===== src/rtl/namuru_dump_sequencer.sv =====
// Drains correlator accumulations on each accum_int rising edge: reads status and
// new-data flags, clears them, then streams a header plus I/Q pairs for every flagged channel.
module namuru_dump_sequencer #(
    parameter int NCH = 12
) (
    input  logic        correlator_clk,
    input  logic        correlator_rst,
    input  logic        enable,
    input  logic        accum_int,
    output logic        reg_req,
    output logic        reg_we,
    output logic [7:0]  reg_adr,
    output logic [31:0] reg_wdat,
    input  logic        reg_ack,
    input  logic [31:0] reg_rdat,
    output logic        out_valid,
    input  logic        out_ready,
    output logic [31:0] out_data,
    output logic        out_last,
    output logic        busy,
    output logic        overrun,
    input  logic        overrun_clr,
    output logic [15:0] frame_count
);

    typedef enum logic [3:0] {
        IDLE, RD_STAT, RD_ND, WR_CLR, SCAN, HDR, RD_LO, RD_HI, EMIT, DONE
    } state_t;

    state_t         state;
    logic           accum_int_d;
    logic           rise;
    logic [1:0]     stat;
    logic [NCH-1:0] mask;
    logic [NCH-1:0] mask_rest;
    logic [3:0]     ch;
    logic [3:0]     ch_next;
    logic [1:0]     pair;
    logic [15:0]    i_word;
    logic [7:0]     pair_adr;
    logic           unused_rdat;

    function automatic logic [3:0] lowest_set(input logic [NCH-1:0] m);
        logic [3:0] idx;
        idx = '0;
        for (int k = NCH - 1; k >= 0; k--) begin
            if (m[k]) idx = 4'(k);
        end
        return idx;
    endfunction

    assign rise        = accum_int & ~accum_int_d;
    assign ch_next     = lowest_set(mask);
    assign mask_rest   = mask & ~(NCH'(1) << ch);
    // I word of the current pair; Q sits at the next word address
    assign pair_adr    = {ch, 4'h0} + 8'd4 + {5'b0, pair, 1'b0};
    assign busy        = (state != IDLE);
    assign unused_rdat = ^reg_rdat[31:16];

    always_ff @(posedge correlator_clk) begin
        if (correlator_rst) begin
            state       <= IDLE;
            accum_int_d <= 1'b0;
            reg_req     <= 1'b0;
            reg_we      <= 1'b0;
            reg_adr     <= '0;
            reg_wdat    <= '0;
            out_valid   <= 1'b0;
            out_data    <= '0;
            out_last    <= 1'b0;
            overrun     <= 1'b0;
            frame_count <= '0;
            stat        <= '0;
            mask        <= '0;
            ch          <= '0;
            pair        <= '0;
            i_word      <= '0;
        end else begin
            accum_int_d <= accum_int;
            if (rise && state != IDLE)
                overrun <= 1'b1;
            else if (overrun_clr)
                overrun <= 1'b0;

            // A register state raises reg_req on its first cycle, so every
            // transaction is preceded by at least one idle cycle on the port.
            case (state)
                IDLE: if (enable && rise) state <= RD_STAT;
                RD_STAT: begin
                    if (!reg_req) begin
                        reg_req <= 1'b1;
                        reg_we  <= 1'b0;
                        reg_adr <= 8'hE0;
                    end else if (reg_ack) begin
                        reg_req <= 1'b0;
                        stat    <= reg_rdat[1:0];
                        state   <= RD_ND;
                    end
                end
                RD_ND: begin
                    if (!reg_req) begin
                        reg_req <= 1'b1;
                        reg_we  <= 1'b0;
                        reg_adr <= 8'hE1;
                    end else if (reg_ack) begin
                        reg_req <= 1'b0;
                        mask    <= reg_rdat[NCH-1:0];
                        state   <= WR_CLR;
                    end
                end
                WR_CLR: begin
                    if (!reg_req) begin
                        reg_req  <= 1'b1;
                        reg_we   <= 1'b1;
                        reg_adr  <= 8'hE4;
                        reg_wdat <= 32'h3;
                    end else if (reg_ack) begin
                        reg_req <= 1'b0;
                        reg_we  <= 1'b0;
                        state   <= SCAN;
                    end
                end
                SCAN: begin
                    if (mask == '0) begin
                        state <= DONE;
                    end else begin
                        ch        <= ch_next;
                        out_valid <= 1'b1;
                        out_data  <= {8'hC5, 2'b00, stat, ch_next, frame_count};
                        state     <= HDR;
                    end
                end
                HDR: begin
                    if (out_ready) begin
                        out_valid <= 1'b0;
                        pair      <= 2'd0;
                        state     <= RD_LO;
                    end
                end
                RD_LO: begin
                    if (!reg_req) begin
                        reg_req <= 1'b1;
                        reg_we  <= 1'b0;
                        reg_adr <= pair_adr;
                    end else if (reg_ack) begin
                        reg_req <= 1'b0;
                        i_word  <= reg_rdat[15:0];
                        state   <= RD_HI;
                    end
                end
                RD_HI: begin
                    if (!reg_req) begin
                        reg_req <= 1'b1;
                        reg_we  <= 1'b0;
                        reg_adr <= pair_adr + 8'd1;
                    end else if (reg_ack) begin
                        reg_req   <= 1'b0;
                        out_valid <= 1'b1;
                        out_data  <= {i_word, reg_rdat[15:0]};
                        out_last  <= (pair == 2'd2) && (mask_rest == '0);
                        state     <= EMIT;
                    end
                end
                EMIT: begin
                    if (out_ready) begin
                        out_valid <= 1'b0;
                        out_last  <= 1'b0;
                        if (pair == 2'd2) begin
                            mask  <= mask_rest;
                            state <= SCAN;
                        end else begin
                            pair  <= pair + 2'd1;
                            state <= RD_LO;
                        end
                    end
                end
                DONE: begin
                    frame_count <= frame_count + 16'd1;
                    state       <= IDLE;
                end
                default: state <= IDLE;
            endcase
        end
    end

endmodule


===== config.mk =====
export PLATFORM = sky130hd
export DESIGN_NAME = namuru_dump_sequencer
export DESIGN_NICKNAME = d
export VERILOG_FILES = /design/src/rtl/namuru_dump_sequencer.sv
export SDC_FILE = /design/constraint.sdc
export NUM_CORES = 1
export LEC_CHECK = 0
export CAP_MARGIN = 30
export CORE_MARGIN = 8
export CORE_UTILIZATION = 30
export CTS_CLUSTER_DIAMETER = 150
export DETAILED_ROUTE_END_ITERATION = 8
export PLACE_DENSITY_LB_ADDON = 0.15
export REMOVE_ABC_BUFFERS = 1
export SYNTH_ARGS = -nofsm -noshare
export SYNTH_HDL_FRONTEND = slang
export SYNTH_SLANG_ARGS = --single-unit

===== constraint.sdc =====
create_clock -name correlator_clk -period 2.98 [get_ports correlator_clk]
set_clock_uncertainty 0.05 [all_clocks]
set_input_delay 0.894 -clock correlator_clk [delete_from_list [all_inputs] [get_ports correlator_clk]]
set_output_delay 0.894 -clock correlator_clk [all_outputs]
set_load 0.03 [all_outputs]

==> metrics <==
register area share after synthesis 40.4%; vias in the first global route 4457; postcts setup bufs 0; post-synthesis compound-gate area fraction 19.4%; clk sink count 103; Die Ht 146 um; Lkg Pwr 2.19 nW; crit share post-route 94.0%; outcome finished clean; DRC viols 0; Hold Crit Class reg -> reg; post_cts resized 0; Synth Area in XOR/XNOR 2.75%; Post-Synth Simple-Gate Area 25.7%; Synth area leaders dfxtp_1 40%, nand2_1 7.1%, nor2_1 5.7%, a21oi_1 5.4%, buf_4 4.9%; finished layout cell area 6350 um2; vias 4557; DR iter-0 viols 237; row cnt 47; WL/cell 16.8 um; Fin Hold WS 0.402 ns; worst-path maximum fanout 3; setup_tns 0 ns; num ports 133; TritonCTS clock tree done; TritonCTS Buffers 9; total die area 21400 um2; final hold violation count 0; GR Overflow Total 0; mux contribution to synthesized area 1.77%; fin nets 739; main combinational cell family by area after synthesis simple AND/OR/NAND/NOR gates; Syn-to-layout area delta 24.5%; final core utilization 38.3%; pin count of the biggest net entering global routing 42; H-tree depth 3; Avg Inst Size Synth 8.14 um2; commonest cells after routing, fill and taps aside 103 x dfxtp_1, 97 x nand2_1, 85 x clkdlybuf4s50_1, 77 x nor2_1, 55 x a21oi_1; first-pass GRT wire length 24600 um; Synth Register Bits 103; clk slew on worst S/H paths 0.07 ns; crit path cell chain or4_1 > clkdlybuf4s50_1; CTS Hold Bufs 0; Slew @ Worst Pin 0.829 ns; die width 146 um; ys flop type dfxtp_1; routed vias/inst 4.94; Slew Limit Fails 0; EDFF count, synth 0; Core ar. 16600 um2; Port-buffer cells 86; min cycle time layout 2.80 ns; power per cell area 575 nW/um2; RSZ-0062 raised after global routing false; Buf/Inv on CP 1; router iterations before antenna repair 5; endpoints failing setup 0; Synth async-reset ratio 0%; CP Capture Type primary output; Tot GR Track Use 14.3%; cell family with most CP delay buffers and inverters; VDD IR-drop max 0.000259 V; gp weighted congestion 0.858; critical path class reg -> out; clk_lat worst skew 0.35 ns; ANT nets after route 0; CP Launch Type register; slowest stage delay, CP 0.63 ns; cell taking the most area after synthesis dfxtp_1; Post-Synth Adder-Cell Area 0.490%; Initial Utilization 30.8%; n_diodes 0; Mapped Area 5100 um2; top-area cell type share of the netlist area 40.4%; initial antenna violation count 0; Final WS setup 0.178 ns; DP Worst Slack 0.178 ns; ratio of cells with drive above 1 in the final layout 8.39%; WP data arrival 1.86 ns; most common cell after layout, fill and taps aside dfxtp_1; WP data required 2.04 ns; Slowest cell on crit path clkdlybuf4s50_1; Post-Syn Instances 627; maximum clock path buffer count 2; DP Area 6060 um2; Synth Warn # 0; final WL 15500 um; maxcap violations 0; Slew HR 44.5%; post-synth cell types 62; f_max 357 MHz; CTS root buf clkbuf_16; DP HPWL 11400 um
cell type report:
class                      instances  area [um2]
inverter                           9        33.8
sequential                       103        2060
clock buffer                      12         236
multi-input combinational        469        2670
tap                              220         275
fill                            1733       10200
timing repair buffer             106        1020
clock inverter                     4        53.8
stage by stage:
stage | std cells | power, mW
6_report | 923 | 3.65
2_1_floorplan | 581 | 2.15
3_5_place_dp | 907 | 2.52
3_3_place_gp | 907 | 2.51
5_1_grt | 923 | 3.84
4_1_cts | 923 | 3.70
worst register-to-register path, cell delays in order (launching register included):
cell,delay (ns)
dfxtp_1,0.40
or4_1,0.61
o31ai_4,0.49
nand2_4,0.08
buf_12,0.20
nor2_1,0.16
a311oi_2,0.06
cell families after synthesis:
family / count (synthesis)
and+or+nand+nor: 278
AOI/OAI and AO/OA: 134
DFF: 103
buffers and inverters: 84
xor gates and xnor gates: 16
muxes: 9
adders and majority gates: 2
other: 1
state kept, by name (all words and copies together), names as in the netlist:
register,count
reg_we,1
ch,4
frame_count,16
accum_int_d,1
reg_wdat,1
reg_adr,8
stat,2
out_data,32
mask,12
overrun,1
pair,2
out_last,1
out_valid,1
reg_req,1
state,4
i_word,16
where the power goes:
group	switching, mW	total [mW]	leakage, nW	internal [mW]
clock	0.516	1.17	0.133	0.656
combinational	0.594	0.961	1.22	0.366
sequential	0.0611	1.52	0.832	1.46
total	1.17	3.65	2.19	2.48
layer usage:
metal  wire length [um]  GRT usage (%)
met1               7080           17.7
met4                265           5.87
met2               7460           23.9
met3                660           2.87
met5                  0              0
synth_stat cells (6+ instances only):
master / count
a31oi_1: 6
nand2_1: 97
a211oi_1: 6
nand3_1: 23
nor3_1: 17
dfxtp_1: 103
and3_1: 7
buf_2: 9
nor2b_1: 11
buf_4: 33
nor2_1: 77
a311oi_2: 14
clkbuf_1: 29
a21oi_1: 55
xor2_1: 11
o21ai_0: 18
mux2i_1: 9
nor4_1: 7
nand2b_1: 9
inv_1: 9
path summary, 6_finish.rpt:
path / startpoint / endpoint / slack (ns) / depth (start not counted)
max: state[0] / busy / 0.18 / 2
max reg2reg: mask[1] / out_data[4] / 0.78 / 6
min reg2reg: i_word[7] / out_data[23] / 0.40 / 2
min: i_word[7] / out_data[23] / 0.40 / 2
No activity file was read; power rests on OpenSTA's default activity.
==> RTL change 1, RTL diff (same settings) <==
Set the parameter `NCH` to 6 (it was 12).
--- a/src/rtl/namuru_dump_sequencer.sv
+++ b/src/rtl/namuru_dump_sequencer.sv
@@ -3,3 +3,3 @@
 module namuru_dump_sequencer #(
-    parameter int NCH = 12
+    parameter int NCH = 6
 ) (
Formal check against the unedited RTL: not equivalent (Yosys sat finds a counterexample within 10 cycles, from zero or initial values and one cycle with correlator_rst high).
==> RTL change 1 against the unedited design <==
Sequential power fell by 11%; critical path type unchanged; worst setup slack improved by 0.034 ns; fmax rose by 1.2%; total power fell by 13%; final area fell by 9.4%; hold slack improved by 0.0028 ns; routed wire length fell by 17%; largest power group unchanged; register-to-register slack improved by 0.03 ns; largest cell class unchanged; critical path depth rose by 1; area after synthesis fell by 12%; sequential cell count fell by 7.
==> RTL change 1: results (changes against the unedited design) <==
status=finished clean; Synth top cells by count=dfxtp_1, nor2_1, nand2_1; post-synthesis mux area share=1.56% (-0.20 points); xor-xnor portion of the synthesized cell area=2.54% (-0.21 points); area share of fa/ha/maj cells after synthesis=0.558% (+0.068 points); Nets=670 (-9.3%); Synth Area per Inst=8.06 um^2 (-0.94%); pre-CTS WS=0.199 ns (+0.0214 ns); layout cell share with drive strength beyond 1=7.10% (-1.3 points); Tot GR Track Use=13.4% (-0.97 points); Worst Hold Endpoint=i_word[15]; first-pass GRT wire length=20900 um (-15%); placed cell count=802 (-12%); drt total wl=12900 um (-17%); R2R setup slack=0.81 ns (+0.03 ns); vias in the first global route=3897 (-13%); Worst Path Arrival=1.82 ns (-0.04 ns); FF-to-FF End=out_data[20]; router iterations before antenna repair=4 (-1); Cell Area, Placed=5440 um^2 (-10%); crit path launch=state[1]; Iteration-0 DRC Markers=157 (-34%); Fillers=1461 (-16%); Hold Startpoint=i_word[15]; drt via density=4.92 (-0.34%); routability cong.=0.804 (-6.3%); Worst VDD drop=0.273 mV (+5.6%); post-synthesis compound-gate area fraction=15.9% (-3.5 points); Hold WS=0.405 ns (+0.00281 ns)
RTL change 1: where the power goes:
| part | internal [mW] | switching [mW] | leakage, nW | total (mW) |
|---|---|---|---|---|
| Combinational | 0.225 | 0.373 | 1.03 | 0.598 |
| Clock | 0.685 | 0.517 | 0.151 | 1.20 |
| Sequential | 1.33 | 0.0377 | 0.774 | 1.36 |
RTL change 1: metal layers:
layer / global-route usage (%) / part of all wire [%] / wire length, um / up-vias
met3: 3.80 / 5.5 / 710 / 18
met4: 6.29 / 2.1 / 265 / 0
met2: 21.7 / 47 / 6020 / 104
li1: - / - / - / 2013
met1: 16.0 / 46 / 5880 / 1890
met5: 0 / 0 / 0 / -
RTL change 1: cell type report:
class	instances	area, um^2	area share (%)
multi-input cells	414	2250	39.0
flip-flops and latches	96	1920	33.4
well taps	184	230	4.00
clock inverters	6	75.1	1.30
repair buffers	101	1020	17.7
clock buffers	10	239	4.15
inverters	7	26.3	0.456
==> RTL change 2, RTL diff (same flow settings) <==
Without the edit above. Encoding of `state_t`: now one-hot (10 bits for 10 states).
--- a/src/rtl/namuru_dump_sequencer.sv
+++ b/src/rtl/namuru_dump_sequencer.sv
@@ -25,4 +25,4 @@
 
-    typedef enum logic [3:0] {
-        IDLE, RD_STAT, RD_ND, WR_CLR, SCAN, HDR, RD_LO, RD_HI, EMIT, DONE
+    typedef enum logic [9:0] {
+        IDLE = 10'b0000000001, RD_STAT = 10'b0000000010, RD_ND = 10'b0000000100, WR_CLR = 10'b0000001000, SCAN = 10'b0000010000, HDR = 10'b0000100000, RD_LO = 10'b0001000000, RD_HI = 10'b0010000000, EMIT = 10'b0100000000, DONE = 10'b1000000000
     } state_t;
Formal check against the unedited RTL: no difference found for any inputs over 10 cycles, from zero or initial values and one cycle with correlator_rst high; not proved beyond that.
==> RTL change 2 against the unedited design <==
Worst setup slack better by 0.024 ns; final cell count up 6.5%; sequential cell count up 6; final area up 4.9%; combinational power down 47%; total power down 11%; routed wire length up 7.5%; area after synthesis up 5.2%; highest routed layer unchanged.
==> RTL change 2: results (changes against the unedited design) <==
drt via density=5.09 (+3.1%); Worst VDD drop=0.273 mV (+5.3%); Fillers=1884 (+8.7%); Yosys cell types=65 (+4.8%); worst-margin pin slew=0.738 ns (-0.0908 ns); post-synthesis sequential area ratio=40.7% (+0.25 points); static leakage=2.28 nW (+4.1%); routability cong.=0.859 (+0.15%); Avg WL per Cell=16.9 um (+0.94%); router iterations before antenna repair=4 (-1); Hold Startpoint=i_word[15]; Largest stage delay, worst path=0.69 ns (+0.06 ns); Tot GR Track Use=14.9% (+0.51 points); Cell Area, Placed=6360 um^2 (+5.0%); Synth Area per Inst=7.89 um^2 (-3.0%); vias in the first global route=4743 (+6.4%); pre-CTS WS=0.196 ns (+0.0183 ns); Max FO, Critical Path=10 (+7); internal power=2.27 mW (-8.7%); placed cell count=967 (+6.6%); status=finished clean; drt total wl=16600 um (+7.5%); Nets=790 (+6.9%); layout cell share with drive strength beyond 1=7.16% (-1.2 points); largest net degree at the start of global routing=55 (+31%); insertion delay to the later sink of the worst-skew pair=0.37 ns (+0.02 ns); Synth top cells by count=nand2_1, dfxtp_1, nor2_1
-- RTL change 2: changes by cell type after synthesis, sizes merged, moves of 6 or more --
cell    change
nand2      +14
a21o       +10
nand4       +9
xor2        -9
a311oi      +8
or3         +7
dfxtp       +6
inv         +6
-- RTL change 2: metal layers --
layer	wire, um	vias to the layer above	part of all wire, %	GRT usage [%]
met5	0	-	0	0
met4	329	0	2.0	5.15
met3	934	20	5.6	3.48
met2	7720	125	46	23.5
met1	7640	2399	46	19.5
li1	-	2458	-	-
-- RTL change 2: cell type report --
cell class / count / area (um^2) / area share [%]
Tap cell: 229 / 287 / 4.30
Clock buffer: 9 / 225 / 3.38
Timing Repair Buffer: 110 / 1060 / 15.9
Inverter: 15 / 56.3 / 0.845
Multi-Input combinational cell: 504 / 2780 / 41.7
Sequential cell: 109 / 2180 / 32.8
Clock inverter: 7 / 73.8 / 1.11
-- RTL change 2: per-stage QoR --
| stage | TNS (ns) | hold WS [ns] |
|---|---|---|
| 2_1_floorplan | -1.90 | 0.376 |
| 3_3_place_gp | 0 | 0.390 |
| 3_5_place_dp | 0 | 0.395 |
| 4_1_cts | 0 | 0.404 |
| 5_1_grt | 0 | 0.425 |
| 6_report | 0 | 0.404 |
-- RTL change 2: path summary, 6_finish.rpt --
| check | endpoint | slack [ns] | depth (start not counted) |
|---|---|---|---|
| min reg2reg | i_word[15] | 0.40 | 2 |
| max | busy | 0.20 | 3 |
| max reg2reg | out_data[8] | 0.56 | 6 |
| min | i_word[15] | 0.40 | 2 |
-- RTL change 2: cells by family after synthesis --
group / count (synthesis) / share of synthesized area, %
xor+xnor: 11 / 1.80
mux: 7 / 1.31
simple gates: 303 / 27.5
buf+inv: 96 / 9.65
flops: 109 / 40.7
other cells: 1 / 0.0699
fa+ha+maj: 2 / 0.466
compound gates: 151 / 18.6
-- RTL change 2: worst min-delay path: cells and delay by family (launching register included) --
| family | cells | cell delay (ns) |
|---|---|---|
| DFF | 1 | 0.31 |
| and+or+nand+nor | 1 | 0.05 |
| AOI/OAI and AO/OA | 1 | 0.05 |
-- RTL change 2: power groups by stage --
stage	Combinational, mW	Sequential (mW)	Clock (mW)
after floorplan	0.274	1.58	0
after global placement	0.504	1.56	0
after detailed placement	0.505	1.56	0
after CTS	0.506	1.52	1.26
after global routing	0.549	1.53	1.32
final	0.505	1.52	1.22
